==> src/rtl/thresh_presets_stepper.sv <==
// -----------------------------------------------------------------------------
// thresh_presets_stepper
//
// Purpose:
//   Keeps a registered index into a 16-entry table of {threshold, timer} pairs
//   and presents the selected pair to the ACL activity/inactivity
//   configuration logic. The index is moved by:
//     - up/down step buttons (debounced levels, rising edge = one step);
//     - a direct indexed load (e.g. from the UART command decoder).
//   At the ends of the active range the index either wraps or saturates.
//
// Optional feature:
//   THRESH_PRESETS_AUTOREPEAT_EN - when defined, a held button first waits
//   PARM_REPEAT_DLY cycles and then steps again every PARM_REPEAT_PER cycles.
//   When undefined, each press steps exactly once and no counter exists.
//
// Ports:
//   i_clk_20mhz     in   1           system clock
//   i_rst_20mhz     in   1           asynchronous, active-high reset
//   i_btn_up        in   1           debounced level, +1 on rising edge
//   i_btn_dn        in   1           debounced level, -1 on rising edge
//   i_load          in   1           single-cycle strobe, load i_load_idx
//   i_load_idx      in   4           index to load
//   o_value_enum    out  4           current index
//   o_value_thresh  out  PARM_VAL_W  threshold of the current entry
//   o_value_timer   out  PARM_VAL_W  timer of the current entry
//   o_value_changed out  1           one-cycle pulse with a new output value
//   o_load_err      out  1           one-cycle pulse after an out-of-range load
//
// All outputs come straight from flops; a request seen in cycle k is visible
// on every value output after the following clock edge.
// -----------------------------------------------------------------------------
module thresh_presets_stepper #(
  parameter int PARM_N_PRESETS = 10,
  parameter int PARM_VAL_W = 16,
  parameter int PARM_WRAP = 1,
  parameter int PARM_RST_IDX = 0,
  parameter logic [16*PARM_VAL_W-1:0] parm_presets_config_thresholds =
    {16{PARM_VAL_W'(32'd65000)}},
  parameter logic [16*PARM_VAL_W-1:0] parm_presets_config_timers =
    {16{PARM_VAL_W'(32'd65000)}},
  parameter int PARM_REPEAT_DLY = 20000000,
  parameter int PARM_REPEAT_PER = 4000000
) (
  input  logic                  i_clk_20mhz,
  input  logic                  i_rst_20mhz,
  input  logic                  i_btn_up,
  input  logic                  i_btn_dn,
  input  logic                  i_load,
  input  logic [3:0]            i_load_idx,
  output logic [3:0]            o_value_enum,
  output logic [PARM_VAL_W-1:0] o_value_thresh,
  output logic [PARM_VAL_W-1:0] o_value_timer,
  output logic                  o_value_changed,
  output logic                  o_load_err
);

  // Elaboration-time sanity check of the configuration.
  if ((PARM_N_PRESETS < 2) || (PARM_N_PRESETS > 16) ||
      (PARM_RST_IDX < 0) || (PARM_RST_IDX >= PARM_N_PRESETS) ||
      (PARM_VAL_W < 1) || (PARM_VAL_W > 32) ||
      (PARM_REPEAT_DLY < 1) || (PARM_REPEAT_PER < 1)) begin : g_param_check
    $error("thresh_presets_stepper: parameter out of range");
  end

  localparam logic [3:0] LAST_IDX_C  = 4'(PARM_N_PRESETS - 1);
  localparam logic [3:0] RST_IDX_C   = 4'(PARM_RST_IDX);
  localparam logic [4:0] N_PRESETS_C = 5'(PARM_N_PRESETS);

  // Button arbitration FSM states
  localparam logic [1:0] ST_IDLE   = 2'd0;
  localparam logic [1:0] ST_HOLD   = 2'd1;
  localparam logic [1:0] ST_REPEAT = 2'd2;

`ifdef THRESH_PRESETS_AUTOREPEAT_EN
  localparam int REPEAT_MAX_C = (PARM_REPEAT_DLY > PARM_REPEAT_PER) ?
                                PARM_REPEAT_DLY : PARM_REPEAT_PER;
  localparam int CNT_W = $clog2(REPEAT_MAX_C + 1);
  localparam logic [CNT_W-1:0] CNT_ZERO_C = CNT_W'(0);
  localparam logic [CNT_W-1:0] CNT_ONE_C  = CNT_W'(1);
  localparam logic [CNT_W-1:0] DLY_LAST_C = CNT_W'(PARM_REPEAT_DLY - 1);
  localparam logic [CNT_W-1:0] PER_LAST_C = CNT_W'(PARM_REPEAT_PER - 1);
`endif

  // Table lookup: entry 0 sits in the most significant slice.
  function automatic logic [PARM_VAL_W-1:0] pick_entry(
    input logic [16*PARM_VAL_W-1:0] tbl,
    input logic [3:0]               idx
  );
    logic [PARM_VAL_W-1:0] val;
    val = {PARM_VAL_W{1'b0}};
    for (int i = 0; i < 16; i++) begin
      val = (idx == 4'(i)) ? tbl[(16-i)*PARM_VAL_W-1 -: PARM_VAL_W] : val;
    end
    return val;
  endfunction

  // Next index for an up step, honouring wrap/saturate at the top.
  function automatic logic [3:0] idx_inc(input logic [3:0] idx);
    logic [3:0] res;
    if (idx >= LAST_IDX_C) begin
      res = (PARM_WRAP != 0) ? 4'd0 : LAST_IDX_C;
    end else begin
      res = idx + 4'd1;
    end
    return res;
  endfunction

  // Next index for a down step, honouring wrap/saturate at the bottom.
  function automatic logic [3:0] idx_dec(input logic [3:0] idx);
    logic [3:0] res;
    if (idx == 4'd0) begin
      res = (PARM_WRAP != 0) ? LAST_IDX_C : 4'd0;
    end else begin
      res = idx - 4'd1;
    end
    return res;
  endfunction

  logic                  btn_up_q_r;
  logic                  btn_dn_q_r;
  logic [1:0]            state_r;
  logic                  owner_up_r;
  logic [3:0]            enum_r;
  logic [PARM_VAL_W-1:0] thresh_r;
  logic [PARM_VAL_W-1:0] timer_r;
  logic                  changed_r;
  logic                  load_err_r;

  logic                  rise_up_s;
  logic                  rise_dn_s;
  logic                  owner_lvl_s;
  logic                  other_rise_s;
  logic [1:0]            state_nxt_s;
  logic                  owner_up_nxt_s;
  logic                  step_up_s;
  logic                  step_dn_s;
  logic [3:0]            idx_nxt_s;
  logic                  changed_nxt_s;
  logic                  load_err_nxt_s;

`ifdef THRESH_PRESETS_AUTOREPEAT_EN
  logic [CNT_W-1:0]      cnt_r;
  logic [CNT_W-1:0]      cnt_nxt_s;
`endif

  assign rise_up_s    = i_btn_up & ~btn_up_q_r;
  assign rise_dn_s    = i_btn_dn & ~btn_dn_q_r;
  // The owning button is the one whose rise last produced a step.
  assign owner_lvl_s  = owner_up_r ? i_btn_up : i_btn_dn;
  assign other_rise_s = owner_up_r ? rise_dn_s : rise_up_s;

  // Button arbitration: turns edges (and held time) into step requests.
  always_comb begin
    state_nxt_s    = state_r;
    owner_up_nxt_s = owner_up_r;
    step_up_s      = 1'b0;
    step_dn_s      = 1'b0;
`ifdef THRESH_PRESETS_AUTOREPEAT_EN
    cnt_nxt_s      = cnt_r;
`endif
    case (state_r)
      ST_IDLE: begin
        // Simultaneous rises cancel each other and leave the FSM idle.
        if (rise_up_s ^ rise_dn_s) begin
          step_up_s      = rise_up_s;
          step_dn_s      = rise_dn_s;
          owner_up_nxt_s = rise_up_s;
          state_nxt_s    = ST_HOLD;
`ifdef THRESH_PRESETS_AUTOREPEAT_EN
          cnt_nxt_s      = CNT_ZERO_C;
`endif
        end else begin
          state_nxt_s = ST_IDLE;
        end
      end
      ST_HOLD, ST_REPEAT: begin
        if (other_rise_s) begin
          // The other button takes over and restarts the hold period.
          step_up_s      = ~owner_up_r;
          step_dn_s      = owner_up_r;
          owner_up_nxt_s = ~owner_up_r;
          state_nxt_s    = ST_HOLD;
`ifdef THRESH_PRESETS_AUTOREPEAT_EN
          cnt_nxt_s      = CNT_ZERO_C;
`endif
        end else if (!owner_lvl_s) begin
          state_nxt_s = ST_IDLE;
`ifdef THRESH_PRESETS_AUTOREPEAT_EN
          cnt_nxt_s   = CNT_ZERO_C;
`endif
        end else begin
`ifdef THRESH_PRESETS_AUTOREPEAT_EN
          if (state_r == ST_HOLD) begin
            if (cnt_r == DLY_LAST_C) begin
              step_up_s   = owner_up_r;
              step_dn_s   = ~owner_up_r;
              state_nxt_s = ST_REPEAT;
              cnt_nxt_s   = CNT_ZERO_C;
            end else begin
              cnt_nxt_s = cnt_r + CNT_ONE_C;
            end
          end else begin
            if (cnt_r == PER_LAST_C) begin
              step_up_s = owner_up_r;
              step_dn_s = ~owner_up_r;
              cnt_nxt_s = CNT_ZERO_C;
            end else begin
              cnt_nxt_s = cnt_r + CNT_ONE_C;
            end
          end
`else
          state_nxt_s = state_r;
`endif
        end
      end
      default: begin
        state_nxt_s = ST_IDLE;
      end
    endcase
  end

  // Index update: load beats any step; saturated steps are not changes.
  always_comb begin
    idx_nxt_s      = enum_r;
    changed_nxt_s  = 1'b0;
    load_err_nxt_s = 1'b0;
    if (i_load) begin
      if ({1'b0, i_load_idx} < N_PRESETS_C) begin
        idx_nxt_s     = i_load_idx;
        changed_nxt_s = 1'b1;
      end else begin
        load_err_nxt_s = 1'b1;
      end
    end else if (step_up_s && !step_dn_s) begin
      idx_nxt_s     = idx_inc(enum_r);
      changed_nxt_s = (idx_inc(enum_r) != enum_r);
    end else if (step_dn_s && !step_up_s) begin
      idx_nxt_s     = idx_dec(enum_r);
      changed_nxt_s = (idx_dec(enum_r) != enum_r);
    end else begin
      idx_nxt_s = enum_r;
    end
  end

  // Button history and arbitration state; history resets high so a button
  // held through reset is not mistaken for a fresh press.
  always_ff @(posedge i_clk_20mhz or posedge i_rst_20mhz) begin
    if (i_rst_20mhz) begin
      btn_up_q_r <= 1'b1;
      btn_dn_q_r <= 1'b1;
      state_r    <= ST_IDLE;
      owner_up_r <= 1'b1;
    end else begin
      btn_up_q_r <= i_btn_up;
      btn_dn_q_r <= i_btn_dn;
      state_r    <= state_nxt_s;
      owner_up_r <= owner_up_nxt_s;
    end
  end

`ifdef THRESH_PRESETS_AUTOREPEAT_EN
  // Hold / repeat interval counter.
  always_ff @(posedge i_clk_20mhz or posedge i_rst_20mhz) begin
    if (i_rst_20mhz) begin
      cnt_r <= CNT_ZERO_C;
    end else begin
      cnt_r <= cnt_nxt_s;
    end
  end
`endif

  // Registered outputs: index, table values and pulses move together.
  always_ff @(posedge i_clk_20mhz or posedge i_rst_20mhz) begin
    if (i_rst_20mhz) begin
      enum_r     <= RST_IDX_C;
      thresh_r   <= pick_entry(parm_presets_config_thresholds, RST_IDX_C);
      timer_r    <= pick_entry(parm_presets_config_timers, RST_IDX_C);
      changed_r  <= 1'b0;
      load_err_r <= 1'b0;
    end else begin
      enum_r     <= idx_nxt_s;
      thresh_r   <= pick_entry(parm_presets_config_thresholds, idx_nxt_s);
      timer_r    <= pick_entry(parm_presets_config_timers, idx_nxt_s);
      changed_r  <= changed_nxt_s;
      load_err_r <= load_err_nxt_s;
    end
  end

  assign o_value_enum    = enum_r;
  assign o_value_thresh  = thresh_r;
  assign o_value_timer   = timer_r;
  assign o_value_changed = changed_r;
  assign o_load_err      = load_err_r;

endmodule
==> config.mk <==
export PLATFORM = sky130hd
export DESIGN_NAME = thresh_presets_stepper
export DESIGN_NICKNAME = d
export VERILOG_FILES = /design/src/rtl/thresh_presets_stepper.sv
export SDC_FILE = /design/constraint.sdc
export NUM_CORES = 1
export LEC_CHECK = 0
export ABC_AREA = 1
export BUFFER_PORTS_ARGS = -buffer_cell sky130_fd_sc_hd__buf_4
export CORE_ASPECT_RATIO = 0.7
export CORE_MARGIN = 2
export CORE_UTILIZATION = 35
export CTS_CLUSTER_SIZE = 16
export DETAILED_ROUTE_END_ITERATION = 12
export HOLD_SLACK_MARGIN = 0.12
export SYNTH_ARGS = -nofsm -noshare
export SYNTH_HDL_FRONTEND = slang
export SYNTH_SLANG_ARGS = --single-unit
==> constraint.sdc <==
create_clock -name i_clk_20mhz -period 1.8 [get_ports i_clk_20mhz]
set_clock_uncertainty 0.15 [all_clocks]
set_input_delay 0.18 -clock i_clk_20mhz [delete_from_list [all_inputs] [get_ports i_clk_20mhz]]
set_output_delay 0.18 -clock i_clk_20mhz [all_outputs]
set_load 0.02 [all_outputs]
==> flow_summary.html <==
<table>
<tr><th>Metric</th><th>Value</th></tr>
<tr><th colspan="2">Timing</th></tr>
<tr><td>Aggregate negative setup slack</td><td>0 ns</td></tr>
<tr><td>Final setup violation count</td><td>0</td></tr>
<tr><td>Min cycle time layout</td><td>1.75 ns</td></tr>
<tr><td>Share of the clock period used by the worst path after layout</td><td>0.975</td></tr>
<tr><td>Maximum operating frequency</td><td>roughly 570 MHz</td></tr>
<tr><td>Number of hold-slack violations in the final timing report</td><td>0</td></tr>
<tr><td>Final Max Tran Viols</td><td>0</td></tr>
<tr><td>PnR worst setup slack</td><td>0.0453 ns</td></tr>
<tr><th colspan="2">Routing</th></tr>
<tr><td>Average wire length per cell after detail routing</td><td>11.9 um</td></tr>
<tr><td>DRC violation count after routing</td><td>0</td></tr>
<tr><td>Aggregate routed wire length</td><td>2580 um</td></tr>
<tr><td>Initial DRT Pass Iterations</td><td>4</td></tr>
<tr><td>Drt initial violations</td><td>34</td></tr>
<tr><td>Via-per-instance ratio</td><td>4.61</td></tr>
<tr><td>Count of nets left with antenna violations after detail routing</td><td>0</td></tr>
<tr><td>Routed via count</td><td>1001</td></tr>
<tr><th colspan="2">Synth</th></tr>
<tr><td>Share of Yosys cell area claimed by the top area cell type</td><td>0.215</td></tr>
<tr><td>Cell with the most instances after synthesis</td><td>sky130_fd_sc_hd__buf_4</td></tr>
<tr><td>Mean instance size in the synthesized netlist</td><td>7.02 um2</td></tr>
<tr><td>Main flop type after synthesis</td><td>sky130_fd_sc_hd__dfrtp_1</td></tr>
<tr><td>Synthesized instance count</td><td>154</td></tr>
<tr><td>Proportion of synthesized area in mux cells</td><td>0</td></tr>
<tr><td>Library cell occupying the most area in the post-synthesis netlist</td><td>sky130_fd_sc_hd__buf_4</td></tr>
<tr><td>Number of storage elements in the synthesis netlist</td><td>11</td></tr>
<tr><td>Cell area after technology mapping</td><td>1080 um2</td></tr>
<tr><td>Compound-cell area share of the yosys netlist</td><td>0.0625</td></tr>
<tr><td>Adder and majority gate portion of the synthesized area</td><td>0.0579</td></tr>
<tr><td>YS warnings</td><td>0</td></tr>
<tr><td>Xor-xnor portion of the synthesized cell area</td><td>0.00810</td></tr>
<tr><td>Number of enable-type register cells in the synthesized netlist</td><td>0</td></tr>
<tr><td>Sequential cell area fraction in the yosys report</td><td>0.259</td></tr>
<tr><td>Ranking of synthesized cells by area</td><td>sky130_fd_sc_hd__buf_4, sky130_fd_sc_hd__dfrtp_1, sky130_fd_sc_hd__nand2_1</td></tr>
<tr><td>Combinational family with the most area after synthesis</td><td>simple AND/OR/NAND/NOR gates</td></tr>
<tr><td>Leading cell types by count after synthesis</td><td>sky130_fd_sc_hd__buf_4, sky130_fd_sc_hd__nand2_1, sky130_fd_sc_hd__inv_1, sky130_fd_sc_hd__nand3_1, sky130_fd_sc_hd__nor2_1</td></tr>
<tr><td>Simple-gate share of the synthesized area</td><td>0.323</td></tr>
<tr><td>Number of different library cells in the post-synthesis netlist</td><td>24</td></tr>
<tr><td>Share of flip-flops with an asynchronous set or reset after synthesis</td><td>1.00</td></tr>
<tr><th colspan="2">Global route</th></tr>
<tr><td>Global router's overall resource usage</td><td>0.139</td></tr>
<tr><td>Wire length of the first global-routing pass</td><td>3880 um</td></tr>
<tr><td>Initial antenna violation count</td><td>0</td></tr>
<tr><td>Via count of the first global-routing pass</td><td>between 800 and 900</td></tr>
<tr><td>Grt total ovfl</td><td>0</td></tr>
<tr><td>Maximum number of pins on one net before global-route repair</td><td>23</td></tr>
<tr><th colspan="2">Worst setup path</th></tr>
<tr><td>Type of origin of the critical path</td><td>flop</td></tr>
<tr><td>Largest driver fanout on the critical path</td><td>5</td></tr>
<tr><td>CP endpoint kind</td><td>flop</td></tr>
<tr><td>Worst path arrival time</td><td>1.72 ns</td></tr>
<tr><td>Number of cells on the worst reg-to-reg path</td><td>9</td></tr>
<tr><td>Setup slack of the most critical reg-to-reg path</td><td>approximately 0.045 ns</td></tr>
<tr><td>Crit Reg-Reg Startpoint</td><td>btn_dn_q_r</td></tr>
<tr><td>Start point of the critical path</td><td>btn_dn_q_r</td></tr>
<tr><td>Crit path required time</td><td>1.77 ns</td></tr>
<tr><td>Critical path capture point</td><td>o_value_enum[0]</td></tr>
<tr><td>R2R Path End</td><td>o_value_enum[0]</td></tr>
<tr><td>Worst setup path category</td><td>reg2reg</td></tr>
<tr><th colspan="2">Worst hold path</th></tr>
<tr><td>Tightest Hold Check Type</td><td>in2reg</td></tr>
<tr><th colspan="2">Cells and area</th></tr>
<tr><td>Final Net Count</td><td>about 200</td></tr>
<tr><td>Share of cells above drive strength 1</td><td>0.381</td></tr>
<tr><td>Antenna diode count</td><td>0</td></tr>
<tr><td>Layout overhead on the synthesized area</td><td>25.9%</td></tr>
<tr><td>Post-route cell area</td><td>about 1400 um2</td></tr>
<tr><td>Area occupied by registers</td><td>282 um2</td></tr>
<tr><td>Fillcell total</td><td>291</td></tr>
<tr><td>Non-filler instance count after layout</td><td>217</td></tr>
<tr><td>Area of combinational cells with multiple inputs</td><td>roughly 560 um2</td></tr>
<tr><th colspan="2">Die</th></tr>
<tr><td>Number of standard-cell rows in the floorplan</td><td>16</td></tr>
<tr><td>Initial Util</td><td>0.378</td></tr>
<tr><td>Die area</td><td>3560 um2</td></tr>
<tr><td>Core area</td><td>2860 um2</td></tr>
<tr><td>Horiz. Die Dim</td><td>70.4 um</td></tr>
<tr><td>I/O pin total</td><td>47</td></tr>
<tr><td>Vertical die dimension</td><td>approximately 51 um</td></tr>
<tr><th colspan="2">CTS</th></tr>
<tr><td>Reg clk slew, reported paths</td><td>around 0.060 ns</td></tr>
<tr><td>Number of buffers added by the clock tree synthesis step</td><td>3</td></tr>
<tr><td>Worst-case clock buffer depth</td><td>2</td></tr>
<tr><td>TritonCTS clock tree</td><td>yes</td></tr>
<tr><td>Count of H-tree levels built during CTS</td><td>1</td></tr>
<tr><td>Clock insertion delay at the later pin of the skew report</td><td>0.25 ns</td></tr>
<tr><td>Clk sink count</td><td>11</td></tr>
<tr><td>Cell chosen for the clock root</td><td>sky130_fd_sc_hd__clkbuf_8</td></tr>
<tr><th colspan="2">Placed design</th></tr>
<tr><td>Placed cells</td><td>just over 200</td></tr>
<tr><td>RD Place Congestion</td><td>0.838</td></tr>
<tr><td>Pre-CTS WS</td><td>-0.00903 ns</td></tr>
<tr><td>Buffers added on ports</td><td>36</td></tr>
<tr><td>Final HPWL from detailed placement</td><td>around 1800 um</td></tr>
<tr><td>Post-placement cell area</td><td>about 1200 um2</td></tr>
<tr><th colspan="2">Power</th></tr>
<tr><td>Leakage power figure</td><td>0.752 nW</td></tr>
<tr><td>Highest ir drop seen on vdd</td><td>0.565 mV</td></tr>
<tr><td>Total power</td><td>0.00169 W</td></tr>
<tr><td>Ratio of total power to cell area</td><td>1240 nW/um2</td></tr>
<tr><th colspan="2">Run status</th></tr>
<tr><td>Outcome</td><td>completed</td></tr>
<tr><th colspan="2">Flow run</th></tr>
<tr><td>Max Cap Violations</td><td>0</td></tr>
</table>
critical path: stages (launching register included):
cell                      delay, ns
sky130_fd_sc_hd__dfstp_2       0.54
sky130_fd_sc_hd__nor2_2        0.05
sky130_fd_sc_hd__ha_1          0.18
sky130_fd_sc_hd__or2_4         0.26
sky130_fd_sc_hd__nand2_4       0.10
sky130_fd_sc_hd__nand2_4       0.07
sky130_fd_sc_hd__nand2_1       0.06
sky130_fd_sc_hd__nand2_1       0.07
sky130_fd_sc_hd__nand3_2       0.08
sky130_fd_sc_hd__nand3_2       0.07
cells in the final DEF, fill, tap and decap left out:
cell / n
sky130_fd_sc_hd__buf_4: 39
sky130_fd_sc_hd__nand2_1: 30
sky130_fd_sc_hd__inv_1: 15
sky130_fd_sc_hd__nand3_1: 12
sky130_fd_sc_hd__conb_1: 11
sky130_fd_sc_hd__nor2_1: 10
sky130_fd_sc_hd__dlygate4sd3_1: 7
sky130_fd_sc_hd__o21ai_0: 6
sky130_fd_sc_hd__dfrtp_1: 6
sky130_fd_sc_hd__nor2_2: 4
sky130_fd_sc_hd__nand2_4: 4
sky130_fd_sc_hd__ha_1: 4
sky130_fd_sc_hd__dfstp_2: 4
sky130_fd_sc_hd__inv_2: 3
sky130_fd_sc_hd__nand2_2: 3
sky130_fd_sc_hd__a21oi_1: 3
sky130_fd_sc_hd__clkbuf_8: 3
sky130_fd_sc_hd__nand4_1: 2
sky130_fd_sc_hd__or2_2: 2
sky130_fd_sc_hd__nand3_2: 2
sky130_fd_sc_hd__or2_4: 1
sky130_fd_sc_hd__nor2_4: 1
sky130_fd_sc_hd__nand3b_1: 1
sky130_fd_sc_hd__xor2_1: 1
sky130_fd_sc_hd__o22ai_1: 1
sky130_fd_sc_hd__a21oi_2: 1
sky130_fd_sc_hd__nor3_1: 1
sky130_fd_sc_hd__o211ai_1: 1
sky130_fd_sc_hd__ha_2: 1
sky130_fd_sc_hd__clkbuf_1: 1
sky130_fd_sc_hd__dfrtp_2: 1
worst min-delay path by stage:
stage               slack, ns         endpoint           from  cells after the start
floorplan               -0.12       o_load_err    i_rst_20mhz                      1
global placement         0.06       o_load_err    i_rst_20mhz                      2
detailed placement       0.07       o_load_err    i_rst_20mhz                      2
CTS                      0.15  o_value_enum[1]  i_load_idx[1]                      4
global route             0.16  o_value_enum[1]  i_load_idx[1]                      4
finish                   0.16  o_value_enum[1]  i_load_idx[1]                      4
timing repair:
action,4_1_cts,5_1_grt
setup endpoints to repair,1,4
hold buffers,7,0
hold endpoints to repair,13,0
resized for setup,1,8
buffers inserted,0,1
pin swaps,1,1
state kept, by name, summed over array words and instances, names as in the netlist:
signal and cells:
btn_dn_q_r 1, owner_up_r 1, o_value_enum 4, o_value_thresh 1
o_load_err 1, state_r 1, btn_up_q_r 1, o_value_changed 1
metrics by stage:
step                      hold slack (ns)   util
final                               0.155  0.476
after global routing                0.162  0.476
after CTS                           0.155  0.464
after detailed placement           0.0709  0.422
after global placement             0.0644  0.422
after floorplan                    -0.120      -
area by class of cell:
type / count / share of cell area
clock buffer: 4 / 0.0331
inverter: 18 / 0.0496
multi-input combinational: 102 / 0.411
sequential: 11 / 0.207
tap: 36 / 0.0331
timing repair buffer: 46 / 0.267
cells by family (layout without fill, tap and decap cells):
family / count (synthesis) / after routing
DFF: 11 / 11
other: 2 / 11
AOI/OAI and AO/OA: 12 / 12
and+or+nand+nor: 73 / 73
xor gates and xnor gates: 1 / 1
adders and majority gates: 5 / 5
buffers and inverters: 50 / 68
report_power, final:
group	leakage [nW]	switching [W]	total [W]	internal (W)
Sequential	0.124	0.000137	0.000471	0.000334
Combinational	0.605	0.000582	0.000959	0.000376
Clock	0.0228	0.000107	0.000264	0.000156
Total	0.752	0.000827	0.00169	0.000867
per-layer routing:
| layer | up-vias | global-route usage | share of wire |
|---|---|---|---|
| met4 | 0 | 0.0673 | 0.023 |
| li1 | 491 | - | - |
| met1 | 437 | 0.186 | 0.42 |
| met2 | 66 | 0.215 | 0.45 |
| met3 | 7 | 0.0281 | 0.11 |
| met5 | - | 0 | 0 |
Power figures use the tool's default switching activity.
